File: config.mk
export PLATFORM = sky130hd
export DESIGN_NAME = escritor_de_instrucoes_flat
export DESIGN_NICKNAME = d
export VERILOG_FILES = /design/src/rtl/escritor_de_instrucoes_if.sv /design/src/rtl/escritor_de_instrucoes.sv /design/src/flat_wrapper.sv
export SDC_FILE = /design/constraint.sdc
export NUM_CORES = 1
export LEC_CHECK = 0
export ABC_AREA = 1
export ABC_CLOCK_PERIOD_IN_PS = 2800
export CORE_UTILIZATION = 53
export CTS_CLUSTER_SIZE = 30
export DETAILED_ROUTE_END_ITERATION = 10
export GPL_TIMING_DRIVEN = 1
export PLACE_DENSITY_LB_ADDON = 0.1
export REMOVE_ABC_BUFFERS = 1
export SYNTH_ARGS = -nofsm -noshare
export SYNTH_HDL_FRONTEND = slang
export SYNTH_SLANG_ARGS = --single-unit
File: constraint.sdc
create_clock -name clock -period 2.8 [get_ports clock]
set_input_delay 0.56 -clock clock [delete_from_list [all_inputs] [get_ports clock]]
set_output_delay 0.56 -clock clock [all_outputs]
set_load 0.05 [all_outputs]
File: src/rtl/escritor_de_instrucoes_if.sv
// Handshake and status bundle between the program generator, the serializer and the byte sink.
interface escritor_de_instrucoes_if;
    logic        palavra_valida;
    logic [31:0] palavra;
    logic        palavra_pronta;
    logic        fim;
    logic        byte_valido;
    logic [7:0]  byte_dado;
    logic        byte_pronto;
    logic [31:0] endereco_byte;
    logic [31:0] palavras_escritas;
    logic        cheio;
    logic        concluido;

    // Producer/sink side.
    modport master (
        output palavra_valida, palavra, fim, byte_pronto,
        input  palavra_pronta, byte_valido, byte_dado, endereco_byte,
        input  palavras_escritas, cheio, concluido
    );

    // Serializer side.
    modport slave (
        input  palavra_valida, palavra, fim, byte_pronto,
        output palavra_pronta, byte_valido, byte_dado, endereco_byte,
        output palavras_escritas, cheio, concluido
    );
endinterface

File: src/rtl/escritor_de_instrucoes.sv
// Serializes 32-bit instruction words into 33-byte text lines ('0'/'1' MSB first plus terminator),
// tracking the file byte offset and the number of complete lines written.
module escritor_de_instrucoes #(
    parameter logic [7:0]  TERMINADOR   = 8'h0A,
    parameter int unsigned MAX_PALAVRAS = 256
) (
    input logic                     clock,
    input logic                     reset,
    escritor_de_instrucoes_if.slave bus
);

    typedef enum logic [1:0] {StOcioso, StBits, StTerminador, StConcluido} estado_e;

    estado_e     estado_q, estado_d;
    logic [31:0] desloc_q, desloc_d;
    logic [4:0]  indice_q, indice_d;
    logic        fim_latch_q, fim_latch_d;
    logic        palavra_pronta_q, palavra_pronta_d;
    logic        byte_valido_q, byte_valido_d;
    logic [7:0]  byte_dado_q, byte_dado_d;
    logic [31:0] endereco_q, endereco_d;
    logic [31:0] palavras_q, palavras_d;
    logic        cheio_q, cheio_d;
    logic        concluido_q, concluido_d;

    logic fim_efetivo;
    logic transf_palavra;
    logic transf_byte;

    function automatic logic [7:0] caractere(input logic b);
        return b ? 8'h31 : 8'h30;
    endfunction

    // Next-state and next-output computation for the serializer FSM.
    always_comb begin
        estado_d         = estado_q;
        desloc_d         = desloc_q;
        indice_d         = indice_q;
        palavra_pronta_d = palavra_pronta_q;
        byte_valido_d    = byte_valido_q;
        byte_dado_d      = byte_dado_q;
        endereco_d       = endereco_q;
        palavras_d       = palavras_q;
        cheio_d          = cheio_q;
        concluido_d      = concluido_q;

        // fim seen this cycle counts as already latched, so no cycle of fim is lost.
        fim_efetivo    = fim_latch_q | bus.fim;
        fim_latch_d    = fim_efetivo;
        transf_palavra = bus.palavra_valida & palavra_pronta_q;
        transf_byte    = byte_valido_q & bus.byte_pronto;

        unique case (estado_q)
            StOcioso: begin
                if (transf_palavra) begin
                    // Word wins over a simultaneous fim; fim stays latched for later.
                    estado_d         = StBits;
                    desloc_d         = bus.palavra;
                    indice_d         = 5'd31;
                    palavra_pronta_d = 1'b0;
                    byte_valido_d    = 1'b1;
                    byte_dado_d      = caractere(bus.palavra[31]);
                end else if (fim_efetivo) begin
                    estado_d         = StConcluido;
                    palavra_pronta_d = 1'b0;
                    concluido_d      = 1'b1;
                end else begin
                    palavra_pronta_d = ~cheio_q;
                end
            end
            StBits: begin
                if (transf_byte) begin
                    endereco_d = endereco_q + 32'd1;
                    desloc_d   = desloc_q << 1;
                    if (indice_q == 5'd0) begin
                        estado_d    = StTerminador;
                        byte_dado_d = TERMINADOR;
                    end else begin
                        indice_d    = indice_q - 5'd1;
                        byte_dado_d = caractere(desloc_d[31]);
                    end
                end
            end
            StTerminador: begin
                if (transf_byte) begin
                    endereco_d    = endereco_q + 32'd1;
                    palavras_d    = palavras_q + 32'd1;
                    cheio_d       = (palavras_d == 32'(MAX_PALAVRAS));
                    byte_valido_d = 1'b0;
                    byte_dado_d   = 8'h00;
                    if (fim_efetivo) begin
                        estado_d    = StConcluido;
                        concluido_d = 1'b1;
                    end else begin
                        estado_d         = StOcioso;
                        palavra_pronta_d = ~cheio_d;
                    end
                end
            end
            StConcluido: begin
                palavra_pronta_d = 1'b0;
                byte_valido_d    = 1'b0;
                concluido_d      = 1'b1;
            end
        endcase
    end

    // State and registered outputs, synchronous active-high reset.
    always_ff @(posedge clock) begin
        if (reset) begin
            estado_q         <= StOcioso;
            desloc_q         <= 32'd0;
            indice_q         <= 5'd0;
            fim_latch_q      <= 1'b0;
            palavra_pronta_q <= 1'b0;
            byte_valido_q    <= 1'b0;
            byte_dado_q      <= 8'h00;
            endereco_q       <= 32'd0;
            palavras_q       <= 32'd0;
            cheio_q          <= 1'b0;
            concluido_q      <= 1'b0;
        end else begin
            estado_q         <= estado_d;
            desloc_q         <= desloc_d;
            indice_q         <= indice_d;
            fim_latch_q      <= fim_latch_d;
            palavra_pronta_q <= palavra_pronta_d;
            byte_valido_q    <= byte_valido_d;
            byte_dado_q      <= byte_dado_d;
            endereco_q       <= endereco_d;
            palavras_q       <= palavras_d;
            cheio_q          <= cheio_d;
            concluido_q      <= concluido_d;
        end
    end

    assign bus.palavra_pronta    = palavra_pronta_q;
    assign bus.byte_valido       = byte_valido_q;
    assign bus.byte_dado         = byte_dado_q;
    assign bus.endereco_byte     = endereco_q;
    assign bus.palavras_escritas = palavras_q;
    assign bus.cheio             = cheio_q;
    assign bus.concluido         = concluido_q;

endmodule
File: src/flat_wrapper.sv
// flat-port wrapper written by rule: the top's interface ports become plain ports
module escritor_de_instrucoes_flat 
#(
    parameter logic [7:0]  TERMINADOR   = 8'h0A,
    parameter int unsigned MAX_PALAVRAS = 256
)
  (clock, reset, bus_palavra_valida, bus_palavra, bus_fim, bus_byte_pronto, bus_palavra_pronta, bus_byte_valido, bus_byte_dado, bus_endereco_byte, bus_palavras_escritas, bus_cheio, bus_concluido);
  escritor_de_instrucoes_if bus_i ();
  input logic clock;
  input logic reset;
  input wire logic [$bits(bus_i.palavra_valida)-1:0] bus_palavra_valida;
  input wire logic [$bits(bus_i.palavra)-1:0] bus_palavra;
  input wire logic [$bits(bus_i.fim)-1:0] bus_fim;
  input wire logic [$bits(bus_i.byte_pronto)-1:0] bus_byte_pronto;
  output wire logic [$bits(bus_i.palavra_pronta)-1:0] bus_palavra_pronta;
  output wire logic [$bits(bus_i.byte_valido)-1:0] bus_byte_valido;
  output wire logic [$bits(bus_i.byte_dado)-1:0] bus_byte_dado;
  output wire logic [$bits(bus_i.endereco_byte)-1:0] bus_endereco_byte;
  output wire logic [$bits(bus_i.palavras_escritas)-1:0] bus_palavras_escritas;
  output wire logic [$bits(bus_i.cheio)-1:0] bus_cheio;
  output wire logic [$bits(bus_i.concluido)-1:0] bus_concluido;
  assign bus_i.palavra_valida = bus_palavra_valida;
  assign bus_i.palavra = bus_palavra;
  assign bus_i.fim = bus_fim;
  assign bus_i.byte_pronto = bus_byte_pronto;
  assign bus_palavra_pronta = bus_i.palavra_pronta;
  assign bus_byte_valido = bus_i.byte_valido;
  assign bus_byte_dado = bus_i.byte_dado;
  assign bus_endereco_byte = bus_i.endereco_byte;
  assign bus_palavras_escritas = bus_i.palavras_escritas;
  assign bus_cheio = bus_i.cheio;
  assign bus_concluido = bus_i.concluido;
  escritor_de_instrucoes #(.TERMINADOR(TERMINADOR), .MAX_PALAVRAS(MAX_PALAVRAS)) u_core (.clock(clock), .reset(reset), .bus(bus_i));
endmodule
==> results_tabular.tex <==
\begin{tabular}{lr}
\hline
Metric & Value \\
\hline
\multicolumn{2}{l}{\textbf{Status}} \\
Result of the run & finished, final reports clean \\
\multicolumn{2}{l}{\textbf{Synthesis}} \\
Top\_reg\_cell synth & sky130\_fd\_sc\_hd\_\_dfxtp\_1 \\
Combined area of all synthesized cells & approximately 6000 sq um \\
Most instantiated library cell after synthesis & sky130\_fd\_sc\_hd\_\_nand2\_1 \\
Synth Instances & about 920 \\
Avg Cell Area, Syn & roughly 6.5 sq um \\
Synthesis warning total & 0 \\
Number of flops mapped to enable cells by yosys & 0 \\
Largest cells by area after synthesis & sky130\_fd\_sc\_hd\_\_dfxtp\_1 37\%, sky130\_fd\_sc\_hd\_\_nand2\_1 14\%, sky130\_fd\_sc\_hd\_\_inv\_1 7.3\% \\
Library cell with the largest summed area after synthesis & sky130\_fd\_sc\_hd\_\_dfxtp\_1 \\
Total of flip-flops plus latches after synthesis & 110 \\
Yosys top cell area share & 36.8\% \\
Leading post-synthesis cells by instance count & 229 x sky130\_fd\_sc\_hd\_\_nand2\_1, 117 x sky130\_fd\_sc\_hd\_\_inv\_1, 110 x sky130\_fd\_sc\_hd\_\_dfxtp\_1, 100 x sky130\_fd\_sc\_hd\_\_nor2\_1, 72 x sky130\_fd\_sc\_hd\_\_o21ai\_0 \\
Async S/R FF share, synth & 0\% \\
Fraction of the yosys area taken by sequential cells & between 30\% and 40\% \\
Number of distinct library cell variants in the gate-level netlist after synthesis & 38 \\
\multicolumn{2}{l}{\textbf{Clock tree}} \\
Number of clock buffers inserted by TritonCTS & 9 \\
Clock-pin slew on the worst setup and hold paths & around 80 ps \\
Cts hold-fix bufs & 0 \\
CTS tree & done \\
Maximum number of buffers from clock root to sink & 2 \\
Quantity of gates resized following cts & 0 \\
Root Driver & sky130\_fd\_sc\_hd\_\_clkbuf\_16 \\
Setup bufs post-CTS & 0 \\
\# H-tree levels & 3 \\
Sinks on Clock Net & 110 \\
Clock latency reported for the late side of the worst-skew pair & 350 ps \\
\multicolumn{2}{l}{\textbf{Worst setup path}} \\
Required time at the worst-slack endpoint & $\sim$3000 ps \\
Peak per-stage delay on the critical path & a little over 400 ps \\
Kind of critical path & flip-flop to flip-flop \\
CP Launch Point & u\_core.estado\_q[1]\$\_SDFFE\_PP0P\_ \\
Most frequent CP cell & sky130\_fd\_sc\_hd\_\_nor2\_4 \\
Element type at the critical path start & flip-flop \\
Sequence of cells on the critical path & inv\_1 > ha\_1 > inv\_2 > nor2\_8 > nand3\_4 > nor2\_4 > nand2\_2 > nor2\_4 > nand2\_2 > nor2\_4 > nand3\_2 > nor2\_2 > nand2\_1 > nor3b\_2 \\
Source of the worst register-to-register timing path & u\_core.estado\_q[1]\$\_SDFFE\_PP0P\_ \\
CP max stage cell & sky130\_fd\_sc\_hd\_\_ha\_1 \\
Arrival time worst endpoint & between 2000 and 3000 ps \\
Peak fanout along the critical path & 8 \\
Worst Setup End Kind & flip-flop \\
\multicolumn{2}{l}{\textbf{Min path}} \\
Startpoint of the lowest-slack hold path & u\_core.bus.endereco\_byte[20]\$\_SDFFE\_PP0P\_ \\
HP Class & flip-flop to flip-flop \\
\multicolumn{2}{l}{\textbf{Route}} \\
Post-route DRC & 0 \\
Total Routed Length & between 10 and 15 mm \\
Routed wire per std cell & $\sim$12 microns \\
DRC violation total after the first TritonRoute iteration & roughly 420 \\
Via density & 5.16 \\
Routed vias & 5970 \\
Drt pass-1 iters & 4 \\
Number of routed nets with antenna violations & 0 \\
\multicolumn{2}{l}{\textbf{Run}} \\
Max-cap check violation count & 0 \\
\multicolumn{2}{l}{\textbf{Cells and area}} \\
Area growth, synth to finish & 25.2\% \\
Filler Cell Count & around 1000 \\
Final Net Count & between 1000 and 1500 \\
Fraction of layout instances using a drive strength above 1 & slightly above 6\% \\
Final non-filler cell total & 1157 \\
Antenna diode instance count & 0 \\
\multicolumn{2}{l}{\textbf{Global route}} \\
Remaining Overflow, GRT & 0 \\
Via count of the first global-routing pass & 5149 \\
Tot GR Track Use & 25.5\% \\
Wire length of the first global-routing pass & 23.8 mm \\
Antenna violations before repair & 0 \\
Largest net degree at the start of global routing & slightly above 60 \\
\multicolumn{2}{l}{\textbf{Timing}} \\
Final worst slack & 415 ps \\
Worst max-slew margin expressed relative to the limit & $\sim$60\% \\
Final worst-path cycle share & 85.2\% \\
Minimum period implied by the final worst setup slack & 2390 ps \\
Final setup violation count & 0 \\
Worst clock skew & $\sim$11 ps \\
Maximum frequency from static timing analysis & around 420 MHz \\
RSZ-0062 raised after global routing & false \\
Final Hold Vio Count & 0 \\
Final Max Slew Viols & 0 \\
Transition time at the pin with the least slew margin & about 600 ps \\
\multicolumn{2}{l}{\textbf{Power}} \\
Pleak & $\sim$3.0 nW \\
Worst-case vdd ir drop & between 0.0006 and 0.0007 V \\
PD cells & just over 700 nW/um\^{}2 \\
\multicolumn{2}{l}{\textbf{Place}} \\
Place WS & 165 ps \\
Number of cells after detailed placement & about 1100 \\
Detailed Place HPWL & 10.2 mm \\
Final weighted congestion in routability-driven placement & a little under 0.9 \\
Port buffer count & around 110 \\
\multicolumn{2}{l}{\textbf{Floorplan}} \\
Number of core rows & 38 \\
Floorplan die area & about 12000 sq um \\
Effective utilization at floorplan & between 50\% and 60\% \\
Vertical extent of the die & 108 microns \\
Chip width & about 110 microns \\
Placeable core region & between 10000 and 15000 sq um \\
Ports & 113 \\
\hline
\end{tabular}
==> sequential cells by signal, summed over array words and instances (netlist names), 2 cells and up <==
signal and flops:
u_core.estado_q 2, u_core.desloc_q 31, u_core.bus.palavras_escritas 32, u_core.bus.endereco_byte 32, u_core.bus.byte_dado 3, u_core.indice_q 5
==> placed cells by master (no fill, tap or decap), types with 3 or more instances in the layout <==
master,instances
sky130_fd_sc_hd__nand2_1,229
sky130_fd_sc_hd__inv_1,117
sky130_fd_sc_hd__dfxtp_1,110
sky130_fd_sc_hd__clkdlybuf4s50_1,108
sky130_fd_sc_hd__nor2_1,100
sky130_fd_sc_hd__o21ai_0,72
sky130_fd_sc_hd__a21oi_1,58
sky130_fd_sc_hd__nand3_1,39
sky130_fd_sc_hd__a31oi_1,36
sky130_fd_sc_hd__nor3_1,21
sky130_fd_sc_hd__o21ai_1,13
sky130_fd_sc_hd__inv_2,11
sky130_fd_sc_hd__nand4_1,10
sky130_fd_sc_hd__xor2_1,10
sky130_fd_sc_hd__clkbuf_16,9
sky130_fd_sc_hd__ha_1,7
sky130_fd_sc_hd__nor2_4,6
sky130_fd_sc_hd__nor2_2,6
sky130_fd_sc_hd__buf_4,6
sky130_fd_sc_hd__o211ai_1,5
sky130_fd_sc_hd__o21a_1,5
sky130_fd_sc_hd__o21bai_1,3
sky130_fd_sc_hd__nand2_2,3
sky130_fd_sc_hd__conb_1,3
sky130_fd_sc_hd__inv_8,3
==> report_power, final <==
| group | internal [mW] | leakage, nW | switching [mW] |
|---|---|---|---|
| Clock | 0.719 | 0.152 | 0.639 |
| Sequential | 1.89 | 0.896 | 0.198 |
| Combinational | 0.650 | 1.96 | 1.26 |
| Total | 3.26 | 3.01 | 2.09 |
==> worst paths after layout <==
check	to	slack, ps	depth (start not counted)
hold reg to reg	u_core.bus.endereco_byte[20]$_SDFFE_PP0P_	470	2
setup reg to reg	u_core.bus.endereco_byte[30]$_SDFFE_PP0P_	410	14
hold / removal	u_core.bus.endereco_byte[20]$_SDFFE_PP0P_	470	2
setup / recovery	u_core.bus.endereco_byte[30]$_SDFFE_PP0P_	410	14
==> worst max-delay path: cells and delay by family (launching register included) <==
| family | cells | cell delay, ps |
|---|---|---|
| simple gates | 11 | 1270 |
| fa+ha+maj | 1 | 410 |
| flops | 1 | 380 |
| buf+inv | 2 | 180 |
==> cell type report <==
class / instances / area, sq um / area share, %
multi-input cells: 647 / 3160 / 42.2
flip-flops and latches: 110 / 2200 / 29.4
repair buffers: 116 / 1150 / 15.4
inverters: 128 / 480 / 6.42
clock buffers: 9 / 225 / 3.01
well taps: 140 / 175 / 2.34
clock inverters: 7 / 88.8 / 1.19
==> cells by family (layout without fill, tap and decap cells) <==
kind of cell / count (synthesis) / after routing / share of synthesized area [%]
buf+inv: 164 / 260 / 10.6
fa+ha+maj: 7 / 7 / 1.47
compound gates: 196 / 196 / 17.9
xor+xnor: 12 / 12 / 1.76
other cells: 1 / 3 / 0.0627
simple gates: 429 / 429 / 31.4
flops: 110 / 110 / 36.8
==> metal layers <==
layer  track usage [%]  wire [microns]
met4              8.81             212
met2              40.2            6180
met3              4.16             798
met1              35.1            6950
met5                 0               0
==> through the flow <==
step / TNS [ps] / hold slack [ps] / power [mW] / cell area (sq um) / utilization, %
floorplan: -45280 / 435 / 3.42 / 5830 / -
global placement: 0 / 449 / 4.00 / 7170 / 65.5
detailed placement: 0 / 456 / 4.01 / 7170 / 65.5
CTS: 0 / 470 / 5.37 / 7480 / 68.4
global route: 0 / 491 / 5.71 / 7480 / 68.4
finish: 0 / 472 / 5.35 / 7480 / 68.4
Power figures use the tool's default switching activity.
